### config.mk
export PLATFORM = sky130hd
export DESIGN_NAME = i2c_master_engine
export DESIGN_NICKNAME = d
export VERILOG_FILES = /design/src/rtl/i2c_master_engine.sv
export SDC_FILE = /design/constraint.sdc
export NUM_CORES = 1
export LEC_CHECK = 0
export ABC_AREA = 1
export BUFFER_PORTS_ARGS = -buffer_cell sky130_fd_sc_hd__buf_2
export CORE_MARGIN = 5
export CORE_UTILIZATION = 57
export CTS_CLUSTER_DIAMETER = 50
export DETAILED_ROUTE_END_ITERATION = 10
export GPL_TIMING_DRIVEN = 0
export PLACE_DENSITY = 0.81
export SETUP_SLACK_MARGIN = 0.5
export SLEW_MARGIN = 20
export SYNTH_ARGS = -nofsm -noshare
export SYNTH_HDL_FRONTEND = slang
export SYNTH_SLANG_ARGS = --single-unit
### constraint.sdc
create_clock -name clk -period 2 [get_ports clk]
set_input_delay 0.4 -clock clk [delete_from_list [all_inputs] [get_ports clk]]
set_output_delay 0.4 -clock clk [all_outputs]
set_load 0.005 [all_outputs]
### src/rtl/i2c_master_engine.sv
// rtl/i2c_master_engine.sv - byte-level I2C master executing START/STOP/READ_BYTE/WRITE_BYTE commands
// Optional slave clock stretching is enabled by defining I2C_CLOCK_STRETCH_EN.
module i2c_master_engine #(
    parameter int QUARTER_PERIOD = 67
) (
    input  logic       clk,
    input  logic       reset,
    input  logic       enable,
    input  logic [1:0] instruction,
    input  logic [7:0] byteToSend,
    output logic [7:0] byteReceived,
    output logic       complete,
    output logic       ackReceived,
    input  logic       sdaIn,
    output logic       sdaOutEn,
`ifdef I2C_CLOCK_STRETCH_EN
    input  logic       sclIn,
`endif
    output logic       scl
);

    localparam int QW = $clog2(QUARTER_PERIOD);
    localparam logic [QW-1:0] QMAX = QW'(QUARTER_PERIOD - 1);

    localparam logic [1:0] INSTR_START = 2'd0;
    localparam logic [1:0] INSTR_STOP  = 2'd1;
    localparam logic [1:0] INSTR_READ  = 2'd2;

    typedef enum logic [2:0] {
        S_IDLE,
        S_START,
        S_STOP,
        S_DATA_BITS,
        S_ACK_BIT,
        S_DONE
    } state_t;

    state_t        r_state;
    logic [QW-1:0] r_qcnt;
    logic [1:0]    r_phase;
    logic [2:0]    r_bit;
    logic [7:0]    r_shift;
    logic          r_read;
    logic          r_scl;
    logic          r_sda_en;
    logic          r_complete;
    logic          r_ack;
    logic [7:0]    r_rx_byte;

    logic w_hold;
    logic w_qwrap;
    logic w_last_quarter;
    logic w_first_q2;
    logic w_busy;

`ifdef I2C_CLOCK_STRETCH_EN
    // Stretch only once SCL has been released but the pin is still held low by a slave.
    assign w_hold = (r_phase == 2'd1) && r_scl && !sclIn;
`else
    assign w_hold = 1'b0;
`endif

    assign w_qwrap        = (r_qcnt == QMAX) && !w_hold;
    assign w_last_quarter = w_qwrap && (r_phase == 2'd3);
    assign w_first_q2     = (r_phase == 2'd2) && (r_qcnt == '0);
    assign w_busy         = (r_state == S_START) || (r_state == S_STOP) ||
                            (r_state == S_DATA_BITS) || (r_state == S_ACK_BIT);

    always_ff @(posedge clk) begin
        if (reset) begin
            r_state    <= S_IDLE;
            r_qcnt     <= '0;
            r_phase    <= 2'd0;
            r_bit      <= 3'd0;
            r_shift    <= 8'h00;
            r_read     <= 1'b0;
            r_scl      <= 1'b1;
            r_sda_en   <= 1'b0;
            r_complete <= 1'b0;
            r_ack      <= 1'b0;
            r_rx_byte  <= 8'h00;
        end else begin
            if (w_busy) begin
                if (w_hold) begin
                    r_qcnt <= '0;
                end else if (w_qwrap) begin
                    r_qcnt  <= '0;
                    r_phase <= r_phase + 2'd1;
                end else begin
                    r_qcnt <= r_qcnt + QW'(1);
                end
            end

            case (r_state)
                S_IDLE: begin
                    if (enable) begin
                        r_complete <= 1'b0;
                        r_qcnt     <= '0;
                        r_phase    <= 2'd0;
                        r_bit      <= 3'd0;
                        r_shift    <= byteToSend;
                        r_read     <= (instruction == INSTR_READ);
                        if (instruction == INSTR_START) begin
                            r_state <= S_START;
                        end else if (instruction == INSTR_STOP) begin
                            r_state <= S_STOP;
                        end else begin
                            r_state <= S_DATA_BITS;
                        end
                    end
                end

                S_START: begin
                    case (r_phase)
                        2'd0:    r_sda_en <= 1'b0;
                        2'd1:    r_scl    <= 1'b1;
                        2'd2:    r_sda_en <= 1'b1;
                        default: r_scl    <= 1'b0;
                    endcase
                    if (w_last_quarter) begin
                        r_state    <= S_DONE;
                        r_complete <= 1'b1;
                    end
                end

                S_STOP: begin
                    case (r_phase)
                        2'd0: begin
                            r_sda_en <= 1'b1;
                            r_scl    <= 1'b0;
                        end
                        2'd1:    r_scl    <= 1'b1;
                        2'd2:    r_sda_en <= 1'b0;
                        default: ;
                    endcase
                    if (w_last_quarter) begin
                        r_state    <= S_DONE;
                        r_complete <= 1'b1;
                    end
                end

                S_DATA_BITS: begin
                    case (r_phase)
                        2'd0: begin
                            r_scl    <= 1'b0;
                            r_sda_en <= r_read ? 1'b0 : ~r_shift[7];
                        end
                        2'd1, 2'd2: r_scl <= 1'b1;
                        default:    r_scl <= 1'b0;
                    endcase
                    // Reads fill the shared shift register from the LSB; writes drain it from the MSB.
                    if (w_first_q2 && r_read) begin
                        r_shift <= {r_shift[6:0], sdaIn};
                    end
                    if (w_last_quarter) begin
                        if (!r_read) begin
                            r_shift <= {r_shift[6:0], 1'b0};
                        end
                        r_bit <= r_bit + 3'd1;
                        if (r_bit == 3'd7) begin
                            r_state <= S_ACK_BIT;
                        end
                    end
                end

                S_ACK_BIT: begin
                    case (r_phase)
                        2'd0: begin
                            r_scl    <= 1'b0;
                            r_sda_en <= r_read;
                        end
                        2'd1, 2'd2: r_scl <= 1'b1;
                        default:    r_scl <= 1'b0;
                    endcase
                    if (w_first_q2 && !r_read) begin
                        r_ack <= ~sdaIn;
                    end
                    if (w_last_quarter) begin
                        if (r_read) begin
                            r_rx_byte <= r_shift;
                        end
                        r_state    <= S_DONE;
                        r_complete <= 1'b1;
                    end
                end

                S_DONE: begin
                    if (!enable) begin
                        r_state <= S_IDLE;
                    end
                end

                default: r_state <= S_IDLE;
            endcase
        end
    end

    assign scl          = r_scl;
    assign sdaOutEn     = r_sda_en;
    assign complete     = r_complete;
    assign ackReceived  = r_ack;
    assign byteReceived = r_rx_byte;

endmodule

### After elaboration in Yosys (flattened, before gate mapping)

Index checks and enable logic that the tools add are counted.

| operators by class | value |
|---|---|
| add/subtract/negate cells | 3 |
| multiply operators | 0 |
| divide/modulo/power cells | 0 |
| magnitude comparators | 0 |
| eq/ne operators | 23 |
| shifts and indexed selects | 0 |
| muxes and demuxes | 37 |
| bitwise gates (word level) | 2 |
| reduce and logical (&&, ||, !) cells | 29 |

Operators with widths:

| cell | number |
|---|---|
| 8-bit two-way mux | 4 |
| 7-bit two-way mux | 4 |
| 3-bit two-way mux | 7 |
| 8-bit case mux with 2 select lines | 1 |
| 3-bit case mux with 4 select lines | 1 |
| 3-bit AND reduction | 4 |
| 2-bit two-way mux | 5 |
| 1-bit case mux with 2 select lines | 5 |
| 5-bit AND reduction | 2 |
| 3-bit equality test (second input constant) | 3 |
| 2-bit by 1-bit != test with 1-bit output (second input constant) | 4 |
| 2-bit != test (second input constant) | 4 |
| 7-bit by 1-bit adder with 7-bit output (second input constant) | 1 |
| 7-bit equality test (second input constant) | 1 |
| 7-bit zero test | 1 |
| 1-bit two-way mux | 7 |
| 2-bit equality test (second input constant) | 3 |
| 3-bit by 2-bit equality test with 1-bit output (second input constant) | 2 |
| 3-bit by 2-bit != test with 1-bit output (second input constant) | 2 |
| 3-bit case mux with 2 select lines | 1 |
| 2-bit AND reduction | 3 |
| 2-bit OR reduction | 3 |
| 2-bit by 1-bit equality test with 1-bit output (second input constant) | 2 |
| 1-bit logical AND | 4 |
| other kinds (15) | 20 |

| word-level totals | value |
|---|---|
| register bits | 36 |
| bits in latches | 0 |
| memory bits (writable) | 0 |
| ROM bits | 0 |
| input port bits | 14 |
| word-level logic and storage cells | 105 |
| memories kept | 0 |

### Depth between registers and ports, before layout

Gate-level depths: netlist (run 1).

| logic depth | value |
|---|---|
| depth after elaboration | 7 |
| mapped depth | 10 |

### Least setup slack after synthesis (run 1)

No wires, ideal clock.

| timing path | value |
|---|---|
| path kind | register to register |
| start | register r_phase[0] |
| end | register r_shift[0] |
| setup time | 115 ps |
| arrival | 1,325 ps |
| data required time | 1,885 ps |
| setup slack | 560 ps |
| cell stages (with the launch flop) | 10 |
| period minus slack after synthesis | 1,440 ps |
| cells stage by stage | dfxtp_1 inv_1 ha_1 nand3_1 nor2_1 nand2_2 nand2_4 nand2_1 a21oi_1 nor2_1 |

| on the way | value |
|---|---|
| word-level cells in the longest chain between the ends | 7 |
| elaborated cells on any way between the ends | 9 |

RTL lines:

| what | line | source |
|---|---|---|
| start: declaration | 40 | `logic [1:0] r_phase;` |
| start signal: assignment | 88 | `r_phase <= r_phase + 2'd1;` |
| 2-bit equality test | 65 | `assign w_first_q2 = (r_phase == 2'd2) && (r_qcnt == '0);` |
| 1-bit logical AND | 65 |  |
| 1-bit logical AND | 152 | `if (w_first_q2 && r_read) begin` |
| 8-bit two-way mux | 152 |  |
| 8-bit two-way mux | 156 | `if (!r_read) begin` |
| 8-bit two-way mux (*) | 155 | `if (w_last_quarter) begin` |
| 8-bit case mux with 2 select lines (*) | 94 | `case (r_state)` |
| end signal: assignment | 101 | `r_shift <= byteToSend;` |
| end signal: assignment | 153 | `r_shift <= {r_shift[6:0], sdaIn};` |
| end signal: assignment | 157 | `r_shift <= {r_shift[6:0], 1'b0};` |
| end: declaration | 42 | `logic [7:0] r_shift;` |

Mark *: on every way between the ends. The rest lies on a longest branch, timed or not.
A chain may end at the register's enable or synchronous reset.

### Worst setup path after layout (run 1)

| timing path | value |
|---|---|
| start | register r_qcnt[0] |
| end | register r_shift[0] |

| on the way | value |
|---|---|
| word-level cells in the longest chain between the ends | 7 |
| elaborated cells on any way between the ends | 9 |

RTL lines:

| what | line | source |
|---|---|---|
| start: declaration | 39 | `logic [QW-1:0] r_qcnt;` |
| start signal: assignment | 90 | `r_qcnt <= r_qcnt + QW'(1);` |
| 7-bit zero test | 65 |  |
| 1-bit logical AND | 65 |  |
| 1-bit logical AND | 152 |  |
| 8-bit two-way mux | 152 |  |
| 8-bit two-way mux | 156 |  |
| 8-bit two-way mux (*) | 155 |  |
| 8-bit case mux with 2 select lines (*) | 94 |  |

Marks and branches as above.

==> summary.md, run 1 <==
| Metric | Value |
|---|---|
| Outcome | finished clean |
| Cell family with most CP delay | simple AND/OR/NAND/NOR gates |
| Worst path cell trace | inv_4 > buf_4 > ha_4 > nand3_2 > nor2_4 > nand2_4 > nand2_4 > nand2_1 > a21oi_1 > nor2_1 |
| Startpoint class of the critical path | flip-flop |
| Cell taking the most area after synthesis | dfxtp_1 |
| Full die area | ~4700 µm² |
| Total Routing Usage GR | 0.211 |
| CP Data Required Time | between 2 and 2.5 ns |
| Ys Warns | 0 |
| Setup TNS | 0 ns |
| Iteration-0 DRC count of the detailed router | 144 |
| Setup crit end kind | flip-flop |
| Slowest cell on crit path | dfxtp_2 |
| Synth top area cells | dfxtp_1, nand3_1, a21oi_1 |
| Main flop type after synthesis | dfxtp_1 |
| CP Data Arrival Time | ~1.8 ns |
| Clk slew on worst S/H paths | 0.12 ns |
| Antenna Cells | 0 |
| RSZ-0062 raised after global routing | yes |
| Core area | ~3300 µm² |
| Crit Path Class | flip-flop to flip-flop |
| Post-route insts no fill | approximately 360 |
| Vias | between 1500 and 2000 |
| First-pass GRT wire length | about 7400 µm |
| Vias in the first global route | between 1500 and 2000 |
| FMAX | roughly 660 MHz |
| Mapped Nets | 300 |
| CTS sink count | 36 |
| Max clock buf depth | 2 |
| VDD IR max | 0.709 mV |
| Placed insts | 348 |
| FF+latch count, synth | 36 |
| CTS tree | yes |
| Total Wirelength | 4750 µm |
| Clock latency on the worst-skew pair | around 0.36 ns |
| # DRC | 0 |
| Max-cap viol count | 0 |
| Starting Density | 0.586 |
| Share of layout cells above drive strength 1 | 0.277 |
| Cell mode on critical path | nand2_4 |
| Largest net degree at the start of global routing | 13 |
| Slew Viols, Final | 0 |
| Initial antenna violation count | 0 |
| IO Port Bufs | 25 |
| FP Rows | 21 |
| Die width | about 69 µm |
| IO Pins | 26 |
| Filler cells | between 200 and 300 |
| Die Y-Extent | 68.6 µm |
| Root Driver | clkbuf_4 |
| Pre-Repair DR Iteration Count | 4 |
| Mapped Cells | 277 |
| DP HPWL | ~3200 µm |
| Most common cell after layout, fill and taps aside | inv_1 |
| Mapped cell area | a little under 2000 µm² |
| Crit-path max cell delay | between 0.3 and 0.4 ns |
| Wire per inst | 13.1 µm |
| Fin nets | 340 |
| Post-synth top area share | 0.369 |
| Power per cell area | ~1100 nW/µm² |
| Worst Max-Slew Pin Slew | around 0.49 ns |
| Min-Delay Path Class | input pin to flip-flop |
| Most frequent cells in the layout | inv_1, nand2_1, nand3_1, dfxtp_1 |
| Async SR Flop Fraction | 0 |
| Routability cong. | 0.854 |
| Multi-input logic area | around 1200 µm² |
| Post-DRT Antenna Nets | 0 |
| Slew margin rel. | 0.676 |
| Layout overhead on the synthesized area | 21.2% |
| FF+latch area | 728 µm² |
| H-tree levels | 2 |
| CP Max Fanout | 8 |
| Final Cycle Share | 0.755 |
| Worst Path Buf+Inv | 2 |
| Final setup skew | ~0.0040 ns |
| Mean post-synth cell area | about 7.1 µm² |
| Final hold vios | 0 |
| GR Overflow Total | 0 |
| Period minus WS final | between 1.5 and 2 ns |
| Leakage power | roughly 1.1 nW |
| CTS buffer count | 5 |
| Via-to-Cell Ratio | around 5.4 |
| Netlist cell types | 29 |
| Sequential share of the synthesized area | 0.369 |
| EDFF count, synth | 0 |
| Final setup vio count | 0 |
==> final cells by class <==
class	count	area share
buffer	7	0.0185
clock buffer	5	0.0158
clock inverter	3	0.00792
inverter	38	0.0612
multi-input combinational	197	0.488
sequential	36	0.307
tap	46	0.0243
timing repair buffer	32	0.0770
==> stage by stage <==
step                      worst slack (ns)  total power, mW  area [µm²]  hold slack, ns   util
after global placement               0.351             1.95        2140           0.446  0.641
final                                0.490             2.52        2370           0.245  0.711
after CTS                            0.494             2.41        2260           0.239  0.678
after global routing                 0.389             2.73        2370           0.253  0.711
after floorplan                      0.560             1.74        1960           0.436      -
after detailed placement             0.324             1.98        2140           0.456  0.641
==> routing by layer <==
metal  global-route usage  part of all wire
met4               0.0893             0.027
met3               0.0551             0.049
met5                    0                 0
met1                0.280              0.45
met2                0.323              0.48
==> registers in the layout, indices dropped and copies added (netlist names) <==
| name | cells |
|---|---|
| ackReceived | 1 |
| byteReceived | 8 |
| complete | 1 |
| r_bit | 3 |
| r_phase | 2 |
| r_qcnt | 7 |
| r_read | 1 |
| r_shift | 8 |
| r_state | 3 |
| scl | 1 |
| sdaOutEn | 1 |
==> power by group <==
part	switching, mW	internal [mW]
Sequential	0.112	0.875
Combinational	0.707	0.419
Clock	0.276	0.135
==> cells in the mapped netlist (4+ instances only) <==
cell,instances
nor3_1,5
ha_1,9
nor2_1,28
nand4_1,4
dfxtp_1,36
nand3_1,31
nand2_2,8
inv_1,35
nand2_1,35
o21ai_0,27
a21oi_1,28
o21ai_1,4
==> path summary, 6_finish.rpt <==
| check | start | to | slack [ns] | depth (start not counted) |
|---|---|---|---|---|
| max | r_qcnt[0] | r_shift[0] | 0.49 | 10 |
| min | reset | complete | 0.25 | 2 |
| max reg2reg | r_qcnt[0] | r_shift[0] | 0.49 | 10 |
| min reg2reg | complete | complete | 0.47 | 2 |
==> cells by family after synthesis <==
kind of cell,Yosys count,share of synthesized area
simple gates,119,0.293
compound gates,67,0.181
buf+inv,45,0.0953
flops,36,0.369
fa+ha+maj,9,0.0576
xor+xnor,1,0.00448
==> repair_timing <==
item,4_1_cts,5_1_grt
setup endpoints to repair,16,29
gates cloned,1,1
hold buffers,0,0
pin swaps,3,5
gates resized for setup,9,28
setup buffers,4,2
Note: power is estimated with default switching activity, not from simulation.
==> run 2, diff against run 1 <==
--- a/config.mk
+++ b/config.mk
@@ -8,11 +8,11 @@
 export ABC_AREA = 1
 export BUFFER_PORTS_ARGS = -buffer_cell sky130_fd_sc_hd__buf_2
 export CORE_MARGIN = 5
-export CORE_UTILIZATION = 57
+export CORE_UTILIZATION = 51
 export CTS_CLUSTER_DIAMETER = 50
 export DETAILED_ROUTE_END_ITERATION = 10
 export GPL_TIMING_DRIVEN = 0
-export PLACE_DENSITY = 0.81
+export PLACE_DENSITY = 0.77
 export SETUP_SLACK_MARGIN = 0.5
 export SLEW_MARGIN = 20
 export SYNTH_ARGS = -nofsm -noshare
==> constraint.sdc (replaced) <==
create_clock -name clk -period 1.25 [get_ports clk]
set_input_delay 0.25 -clock clk [delete_from_list [all_inputs] [get_ports clk]]
set_output_delay 0.25 -clock clk [all_outputs]
set_load 0.005 [all_outputs]
==> run 2 against run 1 <==
The flow now finishes with violations (negative setup slack). Hold slack worse by 0.081 ns. Combinational power grew 130%. Non-clock buffer count up 26.
==> summary.md, run 2 (synthesis gave the netlist of run 1 again) <==
| Metric | Value |
|---|---|
| IO Pins | 26 |
| Power per cell area | between 1500 and 2000 nW/µm² |
| Max-cap viol count | 0 |
| Layout overhead on the synthesized area | 54.2% |
| Iteration-0 DRC count of the detailed router | about 160 |
| Setup TNS | -6.23 ns |
| Clock latency on the worst-skew pair | around 0.3 ns |
| Worst path cell trace | nor2_4 > nand2_2 > nor2_4 > nand2_4 > nor2_4 > buf_6 > o21ai_2 > a21oi_2 |
| Die width | between 70 and 80 µm |
| Final setup vio count | 34 |
| CTS buffer count | 5 |
| Crit path from | r_qcnt[2] |
| FF-to-FF Start | r_qcnt[2] |
| Crit-path max cell delay | 0.37 ns |
| HP Start | reset |
| Final setup skew | between 0.004 and 0.005 ns |
| H-tree levels | 2 |
| Post-route insts no fill | approximately 390 |
| Vias | about 2200 |
| Die Y-Extent | roughly 70 µm |
| End point of the critical path | byteReceived[6] |
| Core area | between 3000 and 4000 µm² |
| Slowest cell on crit path | dfxtp_4 |
| Clk slew on worst S/H paths | approximately 0.07 ns |
| IO Port Bufs | 25 |
| Final hold vios | 0 |
| R2r endpoint | byteReceived[6] |
| Cell mode on critical path | nor2_4 |
| Largest net degree at the start of global routing | 12 |
| GR Overflow Total | 0 |
| Period minus WS final | 1.49 ns |
| Vias in the first global route | approximately 1900 |
| Most frequent cells in the layout | nand2_1, buf_4, inv_1 |
| Slew Viols, Final | 0 |
| Routability cong. | a little under 0.9 |
| FP Rows | 22 |
| Outcome | finished, violations left |
| Startpoint class of the critical path | flip-flop |
| First-pass GRT wire length | 8850 µm |
| Placed insts | 350 |
| Leakage power | between 1 and 1.5 nW |
| Share of layout cells above drive strength 1 | 0.536 |
| Hold slack final | around 0.16 ns |
| Via-to-Cell Ratio | 5.55 |
| FMAX | around 670 MHz |
| Slew margin rel. | 0.641 |
| FF-to-FF path depth | 8 |
| Fin nets | about 370 |
| Wire per inst | between 15 and 20 µm |
| DP HPWL | approximately 3500 µm |
| Setup crit end kind | flip-flop |
| Max clock buf depth | 2 |
| Initial antenna violation count | 0 |
| Total power | roughly 5.2 mW |
| Worst Max-Slew Pin Slew | 0.538 ns |
| RSZ-0062 raised after global routing | yes |
| Worst Slack Setup Final | -0.244 ns |
| Filler cells | ~240 |
| Pre-Repair DR Iteration Count | 4 |
| Post-DRT Antenna Nets | 0 |
| Starting Density | 0.530 |
| CTS sink count | 36 |
| Violated checks | negative setup slack |
| VDD IR max | 1.23 mV |
| Antenna Cells | 0 |
| Cts hold-fix bufs | 0 |
| # DRC | 0 |
| Total Routing Usage GR | 0.219 |
| Total Wirelength | just over 6000 µm |
| CP Data Arrival Time | 1.73 ns |
| Final Cycle Share | 1.20 |
| Most common cell after layout, fill and taps aside | nand2_1 |
| CP Max Fanout | 5 |
| Full die area | 5170 µm² |
| Crit Path Class | flip-flop to flip-flop |
| Root Driver | clkbuf_8 |
| CP Data Required Time | 1.48 ns |
| Flop2flop setup slack | -0.24 ns |
| CTS tree | yes |
| Min-Delay Path Class | input pin to flip-flop |
run 2: cell count changes in the layout (fill, tap and decap cells not counted), sizes merged:
cell / before / now
buf: 37 / 61
clkbuf: 7 / 11
clkinv: 3 / 2
inv: 38 / 37
nand2: 46 / 45
run 2: layout make-up:
type | instances | area, µm² | area share
flip-flops and latches | 36 | 767 | 0.254
multi-input cells | 196 | 1430 | 0.474
clock buffers | 7 | 97.6 | 0.0324
clock inverters | 1 | 5.00 | 0.00166
plain buffers | 7 | 56.3 | 0.0187
inverters | 38 | 158 | 0.0523
well taps | 48 | 60.1 | 0.0199
repair buffers | 58 | 443 | 0.147
run 2: repair_timing:
item,4_1_cts,5_1_grt
gates resized for setup,47,66
setup buffers,9,22
endpoints found under the hold margin,0,0
pin swaps,10,24
cloned,2,0
endpoints found under the setup margin,48,48
run 2: where the power goes:
| group | total [mW] | internal (mW) | switching, mW | leakage, nW |
|---|---|---|---|---|
| Clock | 0.959 | 0.512 | 0.448 | 0.0534 |
| Combinational | 2.60 | 1.06 | 1.54 | 0.991 |
| Sequential | 1.64 | 1.42 | 0.217 | 0.305 |
run 2: how the worst min path moves through the flow:
stage,to,slack (ns),cells past startpoint
3_3_place_gp,complete,0.45,2
4_1_cts,complete,0.16,2
5_1_grt,complete,0.17,2
6_report,complete,0.16,2
2_1_floorplan,complete,0.32,1
3_5_place_dp,complete,0.46,2
run 2: critical path, delay by kind of cell, from the launching register on:
kind | cells | cell delay [ns]
AND/OR/NAND/NOR | 5 | 0.73
flip-flops | 1 | 0.37
AO/OA/AOI/OAI | 2 | 0.18
buffers and inverters | 1 | 0.15
run 2: stage by stage:
stage,util,cell area [µm²],worst slack (ns)
after floorplan,-,2090,-0.0811
after global placement,0.616,2270,-0.234
after detailed placement,0.616,2270,-0.270
after CTS,0.709,2610,-0.192
after global routing,0.818,3020,-0.321
final,0.818,3020,-0.244
run 2: routing by layer:
layer	up-vias	GRT usage	wire length, µm
met3	18	0.0582	339
met5	-	0	0
met1	1032	0.280	2550
met4	0	0.0939	157
li1	1051	-	-
met2	68	0.349	3040
==> run 3, diff against run 2 <==
--- a/config.mk
+++ b/config.mk
@@ -5,7 +5,6 @@
 export SDC_FILE = /design/constraint.sdc
 export NUM_CORES = 1
 export LEC_CHECK = 0
-export ABC_AREA = 1
 export BUFFER_PORTS_ARGS = -buffer_cell sky130_fd_sc_hd__buf_2
 export CORE_MARGIN = 5
 export CORE_UTILIZATION = 51
==> run 3 against run 2 <==
The run still ends with negative setup slack left. Largest cell class unchanged. Highest routed layer unchanged. Clock power down 3.1%. Sequential share of layout area up 1.3 points. First-iteration DRC count down 5.7%. Register-to-register slack worse by 0.28 ns. Count of clock-buffer cells in the layout unchanged. Wire length down 8.3%. Sequential power down 6%. Utilization down 5.8 points. Fmax down 16%. Combinational power down 7%.
==> summary.md, run 3 <==
| Metric | Value |
|---|---|
| Worst Slack Setup Final | -0.523 ns |
| CP Data Arrival Time | a little under 2 ns |
| Met3 track demand over resource | 0.0388 |
| Mapped Nets | ~250 |
| Routability cong. | between 0.8 and 0.9 |
| Cell taking the most area after synthesis | dfxtp_1 |
| Vias | slightly above 2000 |
| Final setup vio count | 36 |
| Slew Viols, Final | 0 |
| Final hold vios | 0 |
| # DRC | 0 |
| Die width | between 70 and 80 µm |
| Most frequent cells in the layout | nor2_1, buf_2, dfxtp_2 |
| Crit Path Class | flip-flop to flip-flop |
| Root Driver | clkbuf_8 |
| Final Cycle Share | 1.42 |
| Largest net degree at the start of global routing | 12 |
| Share of layout cells above drive strength 1 | 0.430 |
| Violated checks | negative setup slack |
| FMAX | 564 MHz |
| Met2 Use GR | 0.321 |
| Total power | 4.89 mW |
| Die Y-Extent | between 70 and 80 µm |
| Post-DRT Antenna Nets | 0 |
| Switching Share | 0.370 |
| Hold slack final | ~0.26 ns |
| Commonest cells post-synth | dfxtp_1, nor2_1, a21oi_1, nand2_1, clkbuf_1 |
| Setup crit end kind | flip-flop |
| Netlist cell types | 48 |
| Via-to-Cell Ratio | ~6 |
| IO Pins | 26 |
| Internal power | 3.08 mW |
| H-tree levels | 2 |
| Total Wirelength | 5590 µm |
| Period minus WS final | about 1.8 ns |
| Mapped Cells | approximately 230 |
| VDD IR max | between 1 and 1.5 mV |
| CTS sink count | 36 |
| First-pass GRT wire length | 8000 µm |
| Async SR Flop Fraction | 0 |
| Post-synth top area share | 0.364 |
| Min-Delay Path Class | input pin to flip-flop |
| Placed instance area | approximately 2300 µm² |
| Leakage power | approximately 1.2 nW |
| Clock power share | 0.190 |
| Slew margin rel. | 0.625 |
| CP Data Required Time | about 1.4 ns |
| Fin nets | about 310 |
| Full die area | roughly 5200 µm² |
| Post-layout instance area | between 2000 and 3000 µm² |
| Clk slew on worst S/H paths | 0.07 ns |
| Clock latency on the worst-skew pair | 0.29 ns |
| Core area | about 3700 µm² |
| Worst slack at placement | -0.744 ns |
| Busiest grt layer | met2 |
| GR Overflow Total | 0 |
| EDFF count, synth | 0 |
| Total Routing Usage GR | 0.195 |
| Layout overhead on the synthesized area | 42.5% |
| IO Port Bufs | 24 |
| Ys Warns | 0 |
| Most common cell after layout, fill and taps aside | nor2_1 |
| Startpoint class of the critical path | flip-flop |
| Synth top area cells | dfxtp_1, ha_1, nor2_1 |
| Wire per inst | 16.8 µm |
| Pre-Repair DR Iteration Count | 5 |
| Power per cell area | roughly 1700 nW/µm² |
| RSZ-0062 raised after global routing | yes |
| Main flop type after synthesis | dfxtp_1 |
| CP Max Fanout | 10 |
| Mean post-synth cell area | 8.58 µm² |
| Switching power | ~1.8 mW |
| Antenna Cells | 0 |
| Initial antenna violation count | 0 |
| Top-count cell post-synth | dfxtp_1 |
| Outcome | finished, violations left |
| Max clock buf depth | 2 |
| Starting Density | 0.533 |
| Vias in the first global route | 1714 |
| DP HPWL | approximately 3500 µm |
| Met1 Track Usage GR | 0.254 |
| Max-cap viol count | 0 |
| Iteration-0 DRC count of the detailed router | between 100 and 150 |
| FF+latch count, synth | 36 |
| Mapped cell area | between 1500 and 2000 µm² |
| Worst Max-Slew Pin Slew | ~0.56 ns |
| Flop pwr share | 0.315 |
| Logic pwr share | 0.495 |
| Sequential share of the synthesized area | 0.364 |
| Final setup skew | 0.00422 ns |
| CTS tree | yes |
| FP Rows | 22 |
| Cts hold-fix bufs | 0 |
| CTS buffer count | 5 |
-- run 3: cell count changes after synthesis, moves of 10 or more --
| cell | change |
|---|---|
| a21oi_1 | -15 |
| inv_1 | -28 |
| mux2i_1 | +10 |
| nand2_1 | -23 |
| nand3_1 | -22 |
| o21ai_0 | -18 |
-- run 3: area by class of cell --
type,count,area [µm²]
flip-flops and latches,36,754
clock inverters,1,5.00
repair buffers,45,342
clock buffers,7,97.6
plain buffers,14,154
inverters,8,35.0
fillers,271,892
well taps,48,60.1
multi-input cells,173,1380
-- run 3: worst max-delay path: stages, from the launching register on --
cell	delay [ns]
dfxtp_2	0.32
buf_6	0.11
or4_4	0.49
buf_6	0.17
or3_4	0.40
nand3_1	0.10
a21oi_1	0.07
-- run 3: logic make-up after synthesis --
kind of cell | share of synthesized area
simple gates | 0.279
compound gates | 0.169
flops | 0.364
buf+inv | 0.0499
mux | 0.0505
fa+ha+maj | 0.0568
xor+xnor | 0.0309
-- run 3: power by group through the flow --
stage,Sequential (mW),Clock (mW),Combinational [mW]
after floorplan,1.48,0,1.38
after global placement,1.51,0,1.69
after detailed placement,1.51,0,1.72
after CTS,1.51,0.928,1.97
after global routing,1.55,0.993,2.60
final,1.54,0.929,2.42
-- run 3: final timing paths --
path / start / endpoint / slack (ns) / cells past startpoint
setup / recovery: r_qcnt[2] / r_bit[0] / -0.52 / 6
hold / removal: byteToSend[3] / r_shift[3] / 0.26 / 3
setup reg to reg: r_qcnt[2] / r_bit[0] / -0.52 / 6
hold reg to reg: r_bit[2] / r_bit[2] / 0.49 / 2
-- run 3: layer usage --
metal	vias up	share of wire
met3	7	0.054
met5	-	0
li1	957	-
met1	989	0.43
met2	62	0.50
met4	0	0.014
-- run 3: metrics by stage --
step,TNS (ns),instances,util
floorplan,-11.83,231,-
global placement,-18.47,303,0.614
detailed placement,-18.61,303,0.614
CTS,-15.33,319,0.683
global route,-17.61,332,0.760
finish,-15.16,332,0.760
-- run 3: timing repair --
action,4_1_cts,5_1_grt
buffers inserted,8,12
cloned,0,1
endpoints found under the setup margin,48,48
endpoints found under the hold margin,0,0
gates resized for setup,32,40
pin swaps,5,20
